**src/rtl/ps2_receiver.sv**
```systemverilog
// ----------------------------------------------------------------------------
// ps2_receiver
//
// Oversampling PS/2 device-to-host receiver. The raw PS/2 clock and data pins
// are brought into the read_clk domain through equal-depth synchronisers, a
// falling edge of the synchronised clock is detected, and the 11-bit frame
// (start, 8 data bits LSB first, odd parity, stop) is deframed by a small FSM.
// A frame in progress that stalls for TIMEOUT_CYCLES cycles is aborted.
//
// Parameters
//   SYNC_STAGES     flop depth of each pin synchroniser (>= 2)
//   TIMEOUT_CYCLES  idle read_clk cycles mid-frame before the frame is aborted
//
// Ports
//   read_clk   in   system clock, all state updates on its rising edge
//   reset      in   asynchronous, active-high reset
//   ps2_clock  in   raw PS/2 clock pin (idles high)
//   ps2_data   in   raw PS/2 data pin (idles high)
//   rx_data    out  last validated byte, held until the next valid frame
//   rx_done    out  one-cycle pulse when rx_data has just been updated
//   rx_error   out  one-cycle pulse on parity, stop-bit or timeout failure
//   busy       out  high while a frame is in progress
// ----------------------------------------------------------------------------
module ps2_receiver #(
    parameter int SYNC_STAGES    = 2,
    parameter int TIMEOUT_CYCLES = 4096
) (
    input  logic       read_clk,
    input  logic       reset,
    input  logic       ps2_clock,
    input  logic       ps2_data,
    output logic [7:0] rx_data,
    output logic       rx_done,
    output logic       rx_error,
    output logic       busy
);

    // Guard against a zero-width counter for degenerate timeout values.
    localparam int TMO_W = (TIMEOUT_CYCLES > 1) ? $clog2(TIMEOUT_CYCLES) : 1;
    localparam logic [TMO_W-1:0] TMO_LAST = TMO_W'(TIMEOUT_CYCLES - 1);

    typedef enum logic [1:0] {
        IDLE,
        DATA,
        PARITY,
        STOP
    } state_t;

    // ------------------------------------------------------------------
    // Pin synchronisers. Both chains have the same depth so the data
    // sample lines up with the detected clock edge. They reset to the
    // idle (high) level so no edge is seen when reset is released.
    // ------------------------------------------------------------------
    logic [SYNC_STAGES-1:0] clk_sync_reg;
    logic [SYNC_STAGES-1:0] data_sync_reg;
    logic                   prev_clk_reg;
    logic                   sync_clk;
    logic                   sync_data;
    logic                   fall;

    always_ff @(posedge read_clk or posedge reset) begin
        if (reset) begin
            clk_sync_reg  <= '1;
            data_sync_reg <= '1;
            prev_clk_reg  <= 1'b1;
        end else begin
            clk_sync_reg  <= {clk_sync_reg[SYNC_STAGES-2:0], ps2_clock};
            data_sync_reg <= {data_sync_reg[SYNC_STAGES-2:0], ps2_data};
            prev_clk_reg  <= sync_clk;
        end
    end

    assign sync_clk  = clk_sync_reg[SYNC_STAGES-1];
    assign sync_data = data_sync_reg[SYNC_STAGES-1];
    assign fall      = prev_clk_reg & ~sync_clk;

    // ------------------------------------------------------------------
    // Frame FSM with registered outputs.
    // ------------------------------------------------------------------
    state_t             state_reg;
    logic [7:0]         shreg_reg;
    logic [2:0]         bit_cnt_reg;
    logic [TMO_W-1:0]   tmo_cnt_reg;
    logic               par_ok_reg;

    always_ff @(posedge read_clk or posedge reset) begin
        if (reset) begin
            state_reg   <= IDLE;
            shreg_reg   <= 8'h00;
            bit_cnt_reg <= 3'd0;
            tmo_cnt_reg <= '0;
            par_ok_reg  <= 1'b0;
            rx_data     <= 8'h00;
            rx_done     <= 1'b0;
            rx_error    <= 1'b0;
            busy        <= 1'b0;
        end else begin
            // Strobes default low so each lasts exactly one cycle.
            rx_done  <= 1'b0;
            rx_error <= 1'b0;

            if (state_reg == IDLE) begin
                tmo_cnt_reg <= '0;
                // A fall with data high in IDLE is a spurious edge: ignore it.
                if (fall && !sync_data) begin
                    state_reg   <= DATA;
                    bit_cnt_reg <= 3'd0;
                    busy        <= 1'b1;
                end
            end else if (fall) begin
                tmo_cnt_reg <= '0;
                case (state_reg)
                    DATA: begin
                        // LSB arrives first, so shift in from the top.
                        shreg_reg   <= {sync_data, shreg_reg[7:1]};
                        bit_cnt_reg <= bit_cnt_reg + 3'd1;
                        if (bit_cnt_reg == 3'd7) begin
                            state_reg <= PARITY;
                        end
                    end
                    PARITY: begin
                        // Odd parity over data and parity bit: XOR of 1 is good.
                        par_ok_reg <= ^{shreg_reg, sync_data};
                        state_reg  <= STOP;
                    end
                    STOP: begin
                        state_reg <= IDLE;
                        busy      <= 1'b0;
                        if (sync_data && par_ok_reg) begin
                            rx_data <= shreg_reg;
                            rx_done <= 1'b1;
                        end else begin
                            rx_error <= 1'b1;
                        end
                    end
                    default: begin
                        state_reg <= IDLE;
                        busy      <= 1'b0;
                    end
                endcase
            end else if (tmo_cnt_reg == TMO_LAST) begin
                // Clock stalled mid-frame: abort and drop the partial byte.
                rx_error    <= 1'b1;
                state_reg   <= IDLE;
                busy        <= 1'b0;
                bit_cnt_reg <= 3'd0;
                tmo_cnt_reg <= '0;
            end else begin
                tmo_cnt_reg <= tmo_cnt_reg + 1'b1;
            end
        end
    end

endmodule

```
**config.mk**
```make
export PLATFORM = sky130hd
export DESIGN_NAME = ps2_receiver
export DESIGN_NICKNAME = d
export VERILOG_FILES = /design/src/rtl/ps2_receiver.sv
export SDC_FILE = /design/constraint.sdc
export NUM_CORES = 1
export LEC_CHECK = 0
export ABC_CLOCK_PERIOD_IN_PS = 2700
export CELL_PAD_IN_SITES_DETAIL_PLACEMENT = 1
export CELL_PAD_IN_SITES_GLOBAL_PLACEMENT = 1
export CORE_MARGIN = 1
export CORE_UTILIZATION = 45
export DETAILED_ROUTE_END_ITERATION = 6
export PLACE_DENSITY_LB_ADDON = 0.1
export SLEW_MARGIN = 20
export SYNTH_ARGS = -nofsm -noshare
export SYNTH_HDL_FRONTEND = slang
export SYNTH_SLANG_ARGS = --single-unit
```
**constraint.sdc**
```tcl
create_clock -name read_clk -period 2.7 [get_ports read_clk]
set_input_delay 0.675 -clock read_clk [delete_from_list [all_inputs] [get_ports read_clk]]
set_output_delay 0.675 -clock read_clk [all_outputs]
set_load 0.05 [all_outputs]
```
======== Word level (Yosys, flattened, before mapping) ========
Index checks and enable logic that the tools add are counted.
word-level totals
  flip-flop bits (word level) ............. 42
  bits of input ports ..................... 4
  output and inout bits ................... 11
  logic and storage cells ................. 67
operators by class
  add/subtract/negate cells ............... 2
  equal/unequal tests ..................... 9
  muxes and demuxes ....................... 28
  bitwise gates (word level) .............. 3
  reduce and logical (&&, ||, !) cells .... 13
operators with widths
  operator               number
  $mux 12                3
  $mux 3                 5
  $reduce_and 3->1       5
  $mux 1                 14
  $add 12x1->12 const B  1
  $eq 12x12->1 const B   1
  $mux 2                 5
  $reduce_xor 9->1       1
  $eq 2x2->1 const B     2
  $ne 4x4->1 const B     1
  $pmux 2 s2             1
  $reduce_and 4->1       1
  $add 3x1->3 const B    1
  $eq 3x3->1 const B     1
  $ne 3x1->1 const B     1
  $ne 3x2->1 const B     1
  $reduce_bool 3->1      1
  $eq 2x1->1 const B     1
  $logic_and 1x1->1      2
  $logic_not 2->1        1
  $ne 2x1->1 const B     1
  $not 1->1              2
  $reduce_or 2->1        1
  $and 1x1->1            1
  $logic_not 1->1        1

======== Depth between registers and ports, before layout ========
Gate-level depths: netlist of the first run.
  word-level depth ........................ 5
  mapped depth ............................ 7
  mapped depth without buffers ............ 6

======== Worst setup path before layout of the first run ========
Ideal clock, no wire load.
  path type ............................... register -> register
  start point ............................. reg state_reg[0]
  end point ............................... reg rx_data[0]
  setup time .............................. 0.125 ns
  arrival ................................. 1.699 ns
  required time ........................... 2.575 ns
  slack ................................... 0.876 ns
  stages on the path, launching flop included .. 8
  buffers on the path ..................... 2
  clock period less this slack ............ 1.824 ns
  cell sequence ........................... dfrtp_1 > inv_1 > ha_1 > buf_2 > nor3b_2 > and4_2 > buf_4 > mux2_2
between the ends
  cells in the longest elaborated chain, start to end .. 3
  elaborated cells between the ends (all ways) .. 4
  those cells by class .................... eq/ne (1); bitwise (1); reduce/logical (2)
ends and longest elaborated chain
  what                                   line  RTL
  start: declaration                     80    state_t state_reg;
  start signal: assignment               88    state_reg <= IDLE;
  start signal: assignment               106   state_reg <= DATA;
  start signal: assignment               118   state_reg <= PARITY;
  $logic_not 2->1                        102   if (state_reg == IDLE) begin
  $not 1->1 (no source line)             --
  $reduce_and 4->1 (no source line) (*)  --
  end signal: assignment                 130   rx_data <= shreg_reg;
  end: declaration                       32    output logic [7:0] rx_data,
Mark *: on every way between the ends. The rest lies on a longest branch, timed or not.
A chain may end at the register's enable or synchronous reset.

======== Final worst setup path of the first run ========
  start point ............................. reg busy
  end point ............................... out busy
RTL lines
  what                      line  RTL
  start: declaration        35    output logic busy
  start signal: assignment  96    busy <= 1'b0;
  start signal: assignment  108   busy <= 1'b1;
  start signal: assignment  128   busy <= 1'b0;
No word-level cell between the ends.

==> flow_summary.ini, run 1 <==
[grt]
grt_max_degree = 43
grt.total_usage_pct = 18.7
grt_pass1_wl_um = 6140
antenna_found_initial = 0
grt_overflow_total = 0
grt_pass1_vias = 1256

[status]
status = finished, final reports clean

[floorplanning]
ioPinCount = 15
die_area_um2 = 4580
core_um2 = 4060
die_w_um = 67.7
fp-row-count = 23
die_h_um = 67.7
start_util_pct = 47.8

[synth]
ys_seq_area_share_pct = 54.5
synthArstFlopShare_pct = 100
netlist_area_um2 = 1940
ys_warn_count = 0
synthCells = 153
synthDistinctLibCells = 34
synth_ff_type = dfrtp_1
syn_avg_cell_area_um2 = 12.7
synth_edf_count = 0
postSynthNetCount = 165
yosys_register_bits = 42

[clock_network]
cts_tree = done
path_clk_slew_ns = 0.08
cts_buffer_depth = 2
clockRootBuffer = clkbuf_8
htree_levels = 2
clkLatencyLatePin_ns = 0.29
cts.sinks = 42
post_cts_resized = 0
cts_buffers = 5
post_cts_buffers = 0
cts_hold_buffers = 0

[route]
dr.first_iter.drc_count = 30
wirelength_um = 3540
routedWlPerCell_um = 15.9
route.detailed.drc = 0
post_drt_via_cell_ratio = 5.29
dr.pass1.iters = 4
ant_nets = 0
dr_total_vias = 1175

[worst_setup_path]
reg2regPathDepth = 5
rr_startpoint = state_reg[1]
critPathKind = register to output pin
start_kind = register
critPathMaxStageDelay_ns = 0.82
timing.rr.end = shreg_reg[3]
crit_chain = clkdlybuf4s50_1
worstSetupEndpointType = output pin
crit_buf_inv = 1
crit_family = buffers and inverters
cp_slowest_cell = clkdlybuf4s50_1
r2r_setup_slack_ns = 0.55
cp.required_ns = 2.03
critPathArrivalTime_ns = 1.48
cp_max_fo = 3

[placement]
numPortBuffers = 14
dp_hpwl_um = 2570
gp_congestion = 0.875

[power_and_ir_drop]
p_leak_nw = 1.00
peakVddDrop_v = 0.000341
total_power_mw = 1.71
powerDensity_nw_per_um2 = 774

[layout]
n_antenna_cell = 0
fin_nets = 183
syn_to_final_growth_pct = 13.9
final_layout_size_suffix_gt1_share_pct = 20.9
largest_reg_flops = 12
final_common_cell = dfrtp_1
final_cell_mix = dfrtp_1 (37), mux2_2 (18), nor2_1 (16)

[sta]
period_minus_slack_ns = 2.16
rsz0062_at_grt = no
fmax_ghz = 0.464
finalSetupViolCount = 0
hold_violations = 0
tightest_slew_ns = 0.521
tns_ns = 0
relSlewSlack_pct = 65.3
min_period_over_period_pct = 79.9
clock_skew_ns = 0.0129
slew_viol_final = 0

[worst_hold_path]
whs_endpoint = data_sync_reg[1]
hp-start = data_sync_reg[0]
hold_depth = 0
hold_class = register to register

[run]
maxCapViolCount = 0
## synth_stat cells, types with 2 or more instances
cell type	number	share of area, %
dfrtp_1	37	48
mux2_2	18	10
nor2_1	16	3.1
xnor2_1	12	5.4
ha_1	8	5.2
inv_1	7	1.4
dfstp_2	5	6.8
nand2_1	5	0.97
nand2b_1	4	1.3
nand3_1	4	1.0
nor3_1	4	1.0
o21ai_0	4	1.0
a22o_1	3	1.4
xor2_1	3	1.4
a21oi_1	2	0.52
buf_2	2	0.52
buf_4	2	0.77
## power breakdown
part           internal (mW)  switching (mW)
Clock                  0.183           0.206
Combinational          0.244           0.264
Sequential             0.724          0.0894
Total                   1.15           0.559
## cell type report
type                    instances  area [um^2]
fillers                       431         1850
flip-flops and latches         42         1060
multi-input cells             100          831
repair buffers                 15          148
clock buffers                   7         76.3
well taps                      50         62.6
inverters                       7         26.3
clock inverters                 1         7.51
## metrics by stage
| stage | setup WS (ns) | hold WS, ns | instances | cell area (um^2) | util, % |
|---|---|---|---|---|---|
| after floorplan | 0.876 | 0.345 | 153 | 1940 | - |
| after global placement | 0.680 | 0.347 | 214 | 2120 | 52.4 |
| after detailed placement | 0.538 | 0.349 | 214 | 2120 | 52.4 |
| after CTS | 0.531 | 0.360 | 222 | 2210 | 54.4 |
| after global routing | 0.427 | 0.366 | 222 | 2210 | 54.4 |
| final | 0.543 | 0.359 | 222 | 2210 | 54.4 |
## worst max-delay path by stage
stage	start	to	slack (ns)	cells past startpoint
2_1_floorplan	state_reg[0]	rx_data[0]	0.88	7
3_3_place_gp	state_reg[0]	shreg_reg[3]	0.68	5
3_5_place_dp	state_reg[1]	shreg_reg[7]	0.54	5
4_1_cts	busy	busy	0.53	1
5_1_grt	state_reg[0]	bit_cnt_reg[0]	0.43	6
6_report	busy	busy	0.54	1
## metal layers
layer | part of all wire, % | up-vias | global-route usage (%)
met1 | 46 | 594 | 23.5
met4 | 1.2 | 0 | 7.98
li1 | - | 564 | -
met5 | 0 | - | 0
met3 | 2.5 | 4 | 3.72
met2 | 51 | 13 | 30.9
## worst register-to-register path, stage by stage (launching register included)
cell and delay [ns]:
dfrtp_1 0.43, inv_1 0.10, ha_1 0.31, nor3b_2 0.30, and2_1 0.50, mux2_2 0.40
## cell families after synthesis
group	after synthesis	synth area share [%]
xor gates and xnor gates	16	7.94
DFF	42	54.5
AOI/OAI and AO/OA	16	6.71
muxes	19	11.0
and+or+nand+nor	41	12.1
adders and majority gates	8	5.16
buffers and inverters	11	2.65
No activity file was read; power rests on OpenSTA's default activity.
==> inputs of run 2 (changes only) <==
--- a/config.mk
+++ b/config.mk
@@ -5,7 +5,7 @@
 export SDC_FILE = /design/constraint.sdc
 export NUM_CORES = 1
 export LEC_CHECK = 0
-export ABC_CLOCK_PERIOD_IN_PS = 2700
+export ABC_CLOCK_PERIOD_IN_PS = 2200
 export CELL_PAD_IN_SITES_DETAIL_PLACEMENT = 1
 export CELL_PAD_IN_SITES_GLOBAL_PLACEMENT = 1
 export CORE_MARGIN = 1
==> constraint.sdc (replaced) <==
create_clock -name read_clk -period 2.2 [get_ports read_clk]
set_input_delay 0.55 -clock read_clk [delete_from_list [all_inputs] [get_ports read_clk]]
set_output_delay 0.55 -clock read_clk [all_outputs]
set_load 0.05 [all_outputs]
==> flow_summary.ini, run 2 (synthesis gave the netlist of run 1 again) <==
[status]
status = finished, final reports clean

[floorplanning]
ioPinCount = 15
fp-row-count = 23
die_w_um = 67.7
start_util_pct = 47.8
core_um2 = 4060
die_area_um2 = 4580
die_h_um = 67.7

[layout]
layoutNonFillerInstCount = 224
fin_area_um2 = 2240
fin_nets = 185
syn_to_final_growth_pct = 15.6
final_layout_size_suffix_gt1_share_pct = 23.0
finish.utilization_pct = 55.3
largest_reg_flops = 12
fillCellCount = 456
final_cell_mix = dfrtp_1 (37), mux2_2 (18), nor2_1 (16)
final_common_cell = dfrtp_1
n_antenna_cell = 0

[route]
routedWlPerCell_um = 15.9
dr.first_iter.drc_count = 57
wl_met3_um = 106
ant_nets = 0
post_drt_via_cell_ratio = 5.29
route.detailed.drc = 0
dr_total_vias = 1184
wirelength_um = 3560
top_layer = met4
dr_wl_met2_um = 1870
wl_met1_um = 1540
dr.pass1.iters = 4

[sta]
finalSetupViolCount = 0
period_minus_slack_ns = 2.05
relSlewSlack_pct = 65.6
fmax_ghz = 0.487
hold_violations = 0
setup_ws_ns = 0.148
min_period_over_period_pct = 93.3
tightest_slew_ns = 0.514
slew_viol_final = 0
tns_ns = 0
rsz0062_at_grt = no
holdWs_ns = 0.357
clock_skew_ns = 0.00574

[clock_network]
cts_buffer_depth = 2
post_cts_buffers = 0
clkLatencyLatePin_ns = 0.29
clockRootBuffer = clkbuf_8
post_cts_resized = 0
path_clk_slew_ns = 0.08
cts_hold_buffers = 0
cts_buffers = 5
cts.sinks = 42
htree_levels = 2
cts_tree = done

[placement]
gp_congestion = 0.849
numPortBuffers = 14
place_area_um2 = 2150
dp_hpwl_um = 2560
dpl_worst_slack_ns = 0.272
dp_cells = 216

[power_and_ir_drop]
total_power_mw = 2.13
powerDensity_nw_per_um2 = 950
p_leak_nw = 1.02
peakVddDrop_v = 0.000495

[worst_hold_path]
hold_depth = 0
whs_endpoint = data_sync_reg[1]
hold_class = register to register
hp-start = data_sync_reg[0]

[worst_setup_path]
critPathKind = register to output pin
critPathMaxStageDelay_ns = 0.82
cp.required_ns = 1.65
r2r_setup_slack_ns = 0.30
cp_slowest_cell = clkdlybuf4s50_1
crit_family = buffers and inverters
reg2regPathDepth = 5
timing.rr.end = rx_data[0]
start_kind = register
critPathArrivalTime_ns = 1.50
crit_buf_inv = 1
crit_chain = clkdlybuf4s50_1
worstSetupEndpointType = output pin
cp_max_fo = 3
rr_startpoint = state_reg[0]

[grt]
grt_max_degree = 43
grt_pass1_vias = 1319
grt.total_usage_pct = 18.8
grt_pass1_wl_um = 6130
antenna_found_initial = 0
grt_overflow_total = 0

[run]
maxCapViolCount = 0
==> run 2: cell types whose count changed in the layout (fill, tap and decap cells not counted) <==
cell	change
clkbuf_1	-2
clkinv_2	+1
buf_4	+1
buf_12	+1
clkinv_4	+1
==> run 2: how the worst max path moves through the flow <==
stage / cells past startpoint / to / start / slack (ns)
floorplan: 7 / rx_data[0] / state_reg[0] / 0.38
finish: 1 / busy / busy / 0.15
global route: 1 / busy / busy / 0.1
global placement: 5 / rx_data[7] / state_reg[0] / 0.41
CTS: 1 / busy / busy / 0.14
detailed placement: 5 / rx_data[0] / state_reg[0] / 0.27
==> run 2: final cells by class <==
type | count | area [um^2] | area share, %
clock buffer | 5 | 68.8 | 3.07
clock inverter | 3 | 21.3 | 0.949
inverter | 7 | 26.3 | 1.17
multi-input combinational | 100 | 831 | 37.1
sequential | 42 | 1060 | 47.2
tap | 50 | 62.6 | 2.79
timing repair buffer | 17 | 175 | 7.81
==> run 2: per-layer routing <==
metal / GRT usage, % / vias up
met5: 0 / -
met4: 6.38 / 0
met3: 5.57 / 5
met2: 32.5 / 15
met1: 21.9 / 602
li1: - / 562
==> run 2: power by group <==
| part | internal [mW] | switching (mW) | total, mW |
|---|---|---|---|
| Clock | 0.223 | 0.269 | 0.492 |
| Sequential | 0.888 | 0.110 | 0.998 |
| Combinational | 0.316 | 0.325 | 0.641 |
| Total | 1.43 | 0.704 | 2.13 |
==> inputs of run 3 (changes only) <==
--- a/config.mk
+++ b/config.mk
@@ -5,12 +5,13 @@
 export SDC_FILE = /design/constraint.sdc
 export NUM_CORES = 1
 export LEC_CHECK = 0
-export ABC_CLOCK_PERIOD_IN_PS = 2200
+export ABC_CLOCK_PERIOD_IN_PS = 1700
 export CELL_PAD_IN_SITES_DETAIL_PLACEMENT = 1
 export CELL_PAD_IN_SITES_GLOBAL_PLACEMENT = 1
 export CORE_MARGIN = 1
-export CORE_UTILIZATION = 45
+export CORE_UTILIZATION = 42
 export DETAILED_ROUTE_END_ITERATION = 6
+export GPL_ROUTABILITY_DRIVEN = 0
 export PLACE_DENSITY_LB_ADDON = 0.1
 export SLEW_MARGIN = 20
 export SYNTH_ARGS = -nofsm -noshare
==> constraint.sdc (replaced) <==
create_clock -name read_clk -period 1.7 [get_ports read_clk]
set_input_delay 0.425 -clock read_clk [delete_from_list [all_inputs] [get_ports read_clk]]
set_output_delay 0.425 -clock read_clk [all_outputs]
set_load 0.05 [all_outputs]
==> flow_summary.ini, run 3 (synthesis gave the netlist of run 1 again) <==
[clock_network]
cts_tree = done
htree_levels = 2
cts_buffers = 5
clockRootBuffer = clkbuf_8
path_clk_slew_ns = 0.08
cts_hold_buffers = 0
cts_buffer_depth = 2
clkLatencyLatePin_ns = 0.30
cts.sinks = 42

[sta]
clock_skew_ns = 0.0136
finalSetupViolCount = 10
setup_ws_ns = -0.0312
period_minus_slack_ns = 1.73
relSlewSlack_pct = 78.2
slew_viol_final = 0
fmax_ghz = 0.578
min_period_over_period_pct = 102
tightest_slew_ns = 0.328
tns_ns = -0.187
hold_violations = 0
rsz0062_at_grt = yes

[power_and_ir_drop]
peakVddDrop_v = 0.000646
powerDensity_nw_per_um2 = 1260
p_leak_nw = 1.16

[floorplanning]
die_w_um = 70.0
start_util_pct = 44.2
die_area_um2 = 4890
fp-row-count = 24
die_h_um = 70.0
core_um2 = 4380
ioPinCount = 15

[worst_setup_path]
worstSetupEndpointType = register
timing.rr.end = bit_cnt_reg[0]
start_kind = register
critPathMaxStageDelay_ns = 0.40
r2r_setup_slack_ns = -0.03
reg2regPathDepth = 6
rr_startpoint = state_reg[1]
critPathKind = register to register
cp_max_fo = 11
critPathArrivalTime_ns = 1.91
cp_slowest_cell = dfrtp_1
cp.required_ns = 1.88
crit_chain = inv_2 -> ha_4 -> nor3b_4 -> and2_4 -> a221oi_2 -> mux2_2

[route]
dr.first_iter.drc_count = 42
route.detailed.drc = 0
routedWlPerCell_um = 18.1
dr.pass1.iters = 3
wirelength_um = 4410
dr_total_vias = 1281
ant_nets = 0
post_drt_via_cell_ratio = 5.27

[run]
maxCapViolCount = 0

[worst_hold_path]
hp-start = data_sync_reg[0]
hold_depth = 0
hold_class = register to register
whs_endpoint = data_sync_reg[1]

[layout]
largest_reg_flops = 12
final_layout_size_suffix_gt1_share_pct = 38.2
n_antenna_cell = 0
syn_to_final_growth_pct = 25.7
final_cell_mix = dfrtp_1 (35), buf_4 (28), nor2_1 (16)
fillCellCount = 443
fin_nets = 202
fin_area_um2 = 2440
final_common_cell = dfrtp_1

[grt]
grt_overflow_total = 0
grt_pass1_wl_um = 7490
grt_max_degree = 43
antenna_found_initial = 0
grt.total_usage_pct = 20.2
grt_pass1_vias = 1417

[placement]
place_area_um2 = 2250
dp_hpwl_um = 2870
numPortBuffers = 14

[status]
violations = negative setup slack
status = finished, violations left
run 3: changes by cell type in the layout (fill, tap and decap cells not counted), moves of 2 or more:
cell	change
mux2_2	-12
inv_1	-2
dfrtp_2	+2
clkdlybuf4s50_1	-11
mux2_4	+12
buf_4	+26
inv_2	+2
clkbuf_1	+2
dfrtp_1	-2
run 3: timing repair:
action | 4_1_cts | 5_1_grt
resized for setup | 5 | 6
endpoints found under the setup margin | 8 | 22
pin swaps | 3 | 6
cloned | 1 | 0
setup buffers | 1 | 6
run 3: through the flow:
step           setup WS, ns  instances  util, %  total power, mW  hold slack, ns
6_report            -0.0312        243     55.6             3.07           0.358
5_1_grt             -0.0760        243     55.6             3.25           0.367
4_1_cts            -0.00579        237     54.0             3.04           0.359
3_5_place_dp        -0.0165        227     51.2             2.33           0.347
3_3_place_gp         0.0656        227     51.2             2.26           0.346
2_1_floorplan       -0.0570        153        -             2.00           0.345
run 3: worst max-delay path by stage:
stage	start	to	slack, ns	cells after the start
final	state_reg[1]	bit_cnt_reg[0]	-0.03	6
after global routing	state_reg[1]	bit_cnt_reg[0]	-0.08	6
after floorplan	state_reg[1]	rx_data[0]	-0.06	7
after global placement	state_reg[0]	rx_data[0]	0.07	5
after detailed placement	state_reg[1]	rx_data[7]	-0.02	5
after CTS	state_reg[0]	rx_data[6]	-0.006	5
run 3: routing by layer:
layer	vias to the layer above	routed length (um)	GRT usage (%)
met5	-	0	0
met4	0	127	8.67
met3	11	98	4.47
met2	21	2390	35.4
met1	649	1790	23.7
li1	600	-	-
run 3: final cells by class:
cell class                 count  area, um^2  share of cell area (%)
clock inverter                 1        7.51                   0.308
tap                           52        65.1                    2.67
timing repair buffer          33         280                    11.5
clock buffer                   7        76.3                    3.13
multi-input combinational    101         922                    37.8
inverter                       7        26.3                    1.08
sequential                    42        1060                    43.5
run 3: worst max-delay path: cells and delay by family (launching register included):
kind | cells | cell delay, ns
simple gates | 2 | 0.60
flops | 1 | 0.40
mux | 1 | 0.29
fa+ha+maj | 1 | 0.17
compound gates | 1 | 0.08
buf+inv | 1 | 0.07
run 3: report_power, final:
group          leakage [nW]  switching, mW  total (mW)  internal [mW]
registers             0.554          0.155        1.30           1.15
logic                 0.571          0.532        1.13          0.603
clock network        0.0385          0.342       0.632          0.291
==> RTL edit 1 (flow settings as in run 3) <==
The 4 states of `state_t` get a one-hot encoding in 4 bits.
--- a/src/rtl/ps2_receiver.sv
+++ b/src/rtl/ps2_receiver.sv
@@ -40,9 +40,9 @@
     localparam logic [TMO_W-1:0] TMO_LAST = TMO_W'(TIMEOUT_CYCLES - 1);
 
-    typedef enum logic [1:0] {
-        IDLE,
-        DATA,
-        PARITY,
-        STOP
+    typedef enum logic [3:0] {
+        IDLE   = 4'b0001,
+        DATA   = 4'b0010,
+        PARITY = 4'b0100,
+        STOP   = 4'b1000
     } state_t;
 
Check against the original RTL: same outputs for any inputs over 10 cycles, from zero or initial values and one cycle with reset high; not proved beyond that.
==> RTL edit 1 against run 3 <==
  * The flow finishes with violations (design-rule violations)
  * Wire length fell by 9.4%
  * Via count rose by 1.6%
  * Maximum frequency rose by 6.5%
  * Synthesized cell count rose by 2.0%
  * Setup slack improved by 0.11 ns
  * Final area fell by 2.3%
  * Sequential cell count rose by 2
  * Area after synthesis rose by 1.8%
  * Count of clock-buffer cells in the layout did not move
Power is not compared: it rests on default switching activity, and its combinational part moved more than twofold at a synthesized area within 25%.
==> RTL edit 1: results (changes against run 3) <==
.. list-table::
   :header-rows: 1

   * - Metric
     - Value
   * - Final period demand of the worst path
     - 1.63 ns (was 1.73 ns)
   * - Portion of netlist area occupied by mux cells
     - 10.5% (was 11.0%)
   * - Worst-case clock skew
     - 0.00675 ns (was 0.0136 ns)
   * - Final design utilization
     - 53.6% (was 55.6%)
   * - Register-to-Register Path Depth
     - 4 (was 6)
   * - Sequential area share after synthesis
     - 56.1% (was 54.5%)
   * - Critical path data arrival time
     - 1.80 ns (was 1.91 ns)
   * - Top cells by area in the synthesized netlist
     - sky130_fd_sc_hd__dfrtp_1 48%, sky130_fd_sc_hd__mux2_2 9.7%, sky130_fd_sc_hd__dfstp_2 8.0% (was sky130_fd_sc_hd__dfrtp_1 48%, sky130_fd_sc_hd__mux2_2 10%, sky130_fd_sc_hd__dfstp_2 6.8%)
   * - Syn_nets
     - 163 (was 165)
   * - Pre-antenna DRT Iters
     - 6 (was 3)
   * - Vias in the first global route
     - 1420 (was 1417)
   * - Synthesized-area fraction occupied by adder cells
     - 1.90% (was 5.16%)
   * - Most used standard cells in the synthesized netlist
     - 38 x sky130_fd_sc_hd__dfrtp_1, 17 x sky130_fd_sc_hd__mux2_2, 15 x sky130_fd_sc_hd__nor2_1, 8 x sky130_fd_sc_hd__xnor2_1, 8 x sky130_fd_sc_hd__xor2_1 (was 37 x sky130_fd_sc_hd__dfrtp_1, 18 x sky130_fd_sc_hd__mux2_2, 16 x sky130_fd_sc_hd__nor2_1, 12 x sky130_fd_sc_hd__xnor2_1, 8 x sky130_fd_sc_hd__ha_1)
   * - HPWL after detailed placement
     - 2900 um (was 2870 um)
   * - Final-layout fill cell count
     - 463 (was 443)
   * - Number of DRC markers after the initial detailed-route iteration
     - 71 (was 42)
   * - Result of the run
     - complete, but fails checks (unchanged)
   * - Pin slew with the least headroom to its limit
     - 0.389 ns (was 0.328 ns)
   * - Violations in the final reports
     - design-rule violations (was negative setup slack)
   * - DRC violations left
     - 2 (was 0)
   * - Max stage delay cell, worst path
     - sky130_fd_sc_hd__dfstp_2 (was sky130_fd_sc_hd__dfrtp_1)
   * - CP Max Fanout
     - 9 (was 11)
   * - Via count of the routed design
     - 1302 (was 1281)
   * - Pin count of the biggest net entering global routing
     - 45 (was 43)
   * - Post-CTS resize count
     - 1 (was 5)
   * - Compound-Gate Fraction of Synth Area
     - 7.03% (was 6.71%)
   * - Pre-CTS WS
     - -0.00448 ns (was -0.0165 ns)
RTL edit 1: layout make-up:
cell class | count | area share [%]
clock inverter | 1 | 0.315
inverter | 5 | 0.788
timing repair buffer | 25 | 9.77
sequential | 44 | 46.7
multi-input combinational | 103 | 36.1
tap | 52 | 2.73
clock buffer | 7 | 3.63
RTL edit 1: per-layer routing:
metal,vias to the layer above,track usage [%],part of all wire (%)
li1,602,-,-
met1,677,25.0,46
met2,16,29.0,50
met3,7,4.42,2.2
met4,0,6.00,1.5
met5,-,0,0
RTL edit 1: critical path: cells and delay by family, from the launching register on:
kind | cells | cell delay (ns)
mux | 1 | 0.32
flops | 1 | 0.55
simple gates | 3 | 0.64
RTL edit 1: where the power goes:
part	switching [mW]	internal, mW
combinational	0.208	0.248
sequential	0.0830	1.13
clock	0.342	0.330
total	0.632	1.70
RTL edit 1: stage by stage:
stage / instances / power [mW]
finish: 237 / 2.34
global placement: 228 / 1.66
floorplan: 156 / 1.52
detailed placement: 228 / 1.69
global route: 237 / 2.47
CTS: 236 / 2.37
==> RTL edit 2 (flow settings as in run 3) <==
Made on the original files. The parameter `SYNC_STAGES` goes from 2 to 4. Comments in the files are not updated.
--- a/src/rtl/ps2_receiver.sv
+++ b/src/rtl/ps2_receiver.sv
@@ -23,5 +23,5 @@
 // ----------------------------------------------------------------------------
 module ps2_receiver #(
-    parameter int SYNC_STAGES    = 2,
+    parameter int SYNC_STAGES    = 4,
     parameter int TIMEOUT_CYCLES = 4096
 ) (
Function: changed (Yosys sat finds a counterexample within 4 cycles, from zero or initial values and one cycle with reset high).
==> RTL edit 2 against run 3 <==
  * Combinational power fell by 36%
  * Area after synthesis is 8.8% higher
  * Hold slack better by 0.00080 ns
  * Clock skew fell by 0.0076 ns
  * Critical path depth shrank 1
  * Wire length decreased by 13%
  * Sequential cell count up 4
  * Power is 11% lower
  * Final area is 2.8% higher
  * Setup slack improved by 0.088 ns
  * Highest routed layer unchanged
  * Synthesized cell count increased by 1.3%
  * Clock power is 24% higher
==> RTL edit 2: results (changes against run 3) <==
.. list-table::
   :header-rows: 1

   * - Metric
     - Value
   * - Result of the run
     - finished, final reports clean (was complete, but fails checks)
   * - Portion of netlist area occupied by mux cells
     - 10.1% (was 11.0%)
   * - HPWL after detailed placement
     - 2860 um (was 2870 um)
   * - Synthesized-area fraction occupied by adder cells
     - 4.74% (was 5.16%)
   * - Register-to-Register Path Depth
     - 5 (was 6)
   * - Sequential area share after synthesis
     - 55.1% (was 54.5%)
   * - Vias per cell
     - 4.95 (was 5.27)
   * - Final-layout fill cell count
     - 495 (was 443)
   * - Number of standard-cell rows in the floorplan
     - 25 (was 24)
   * - Pre-antenna DRT Iters
     - 4 (was 3)
   * - Combinational fraction of design power
     - 26.3% (was 37.0%)
   * - Power dissipated in combinational cells
     - 719 uW (was 1.13 mW)
   * - Pre-CTS WS
     - 0.0291 ns (was -0.0165 ns)
   * - CP Max Fanout
     - 9 (was 11)
   * - Final design utilization
     - 52.3% (was 55.6%)
   * - GR Util All Layers
     - 16.6% (was 20.2%)
   * - Multi-input logic portion of the cell area
     - 36.9% (was 37.8%)
   * - Vias in the first global route
     - 1367 (was 1417)
   * - Maximum VDD drop
     - 0.572 mV (was 0.646 mV)
   * - Worst-case clock skew
     - 0.00604 ns (was 0.0136 ns)
   * - Fraction of standard cell area that is sequential
     - 46.4% (was 43.5%)
   * - Most used standard cells in the synthesized netlist
     - 37 x sky130_fd_sc_hd__dfrtp_1, 16 x sky130_fd_sc_hd__mux2_1, 9 x sky130_fd_sc_hd__dfstp_2, 8 x sky130_fd_sc_hd__ha_1, 8 x sky130_fd_sc_hd__xor2_1 (was 37 x sky130_fd_sc_hd__dfrtp_1, 18 x sky130_fd_sc_hd__mux2_2, 16 x sky130_fd_sc_hd__nor2_1, 12 x sky130_fd_sc_hd__xnor2_1, 8 x sky130_fd_sc_hd__ha_1)
   * - First-pass GRT wire length
     - 6510 um (was 7490 um)
   * - Layout cells sized above 1
     - 36.2% (was 38.2%)
   * - Pin count of the biggest net entering global routing
     - 27 (was 43)
   * - Via count of the routed design
     - 1248 (was 1281)
   * - WL final
     - 3830 um (was 4410 um)
   * - Number of cells after detailed placement
     - 241 (was 227)
   * - Headroom to the max-slew limit
     - 76.9% (was 78.2%)
## RTL edit 2: changes by cell type in the layout (fill, tap and decap cells not counted), moves of 4 or more
cell / before / now
sky130_fd_sc_hd__buf_4: 28 / 21
sky130_fd_sc_hd__mux2_1: 0 / 16
sky130_fd_sc_hd__nor3_1: 4 / 0
sky130_fd_sc_hd__mux2_2: 6 / 2
sky130_fd_sc_hd__nor2_1: 16 / 6
sky130_fd_sc_hd__dfstp_2: 5 / 9
sky130_fd_sc_hd__nor2_4: 0 / 5
sky130_fd_sc_hd__inv_1: 5 / 1
sky130_fd_sc_hd__xnor2_1: 12 / 7
sky130_fd_sc_hd__mux2_4: 12 / 0
sky130_fd_sc_hd__xor2_1: 3 / 8
## RTL edit 2: kinds of logic (layout without fill, tap and decap cells)
kind of cell,count (synthesis),in the layout
AOI/OAI and AO/OA,14,14
xor gates and xnor gates,16,16
adders and majority gates,8,8
buffers and inverters,9,38
DFF,46,46
muxes,19,19
and+or+nand+nor,43,44
## RTL edit 2: how the worst min path moves through the flow
stage / start / endpoint / slack, ns
final: data_sync_reg[2] / data_sync_reg[3] / 0.36
after global routing: data_sync_reg[0] / data_sync_reg[1] / 0.36
after CTS: data_sync_reg[2] / data_sync_reg[3] / 0.36
after floorplan: clk_sync_reg[0] / clk_sync_reg[1] / 0.35
after global placement: clk_sync_reg[2] / clk_sync_reg[3] / 0.35
after detailed placement: data_sync_reg[0] / data_sync_reg[1] / 0.35
## RTL edit 2: metal layers
layer / global-route usage, % / routed length [um] / up-vias / part of all wire (%)
met5: 0 / 0 / - / 0
met3: 3.04 / 80 / 4 / 2.1
li1: - / - / 588 / -
met2: 28.9 / 2000 / 14 / 52
met4: 5.23 / 39 / 0 / 1.0
met1: 20.9 / 1710 / 642 / 45
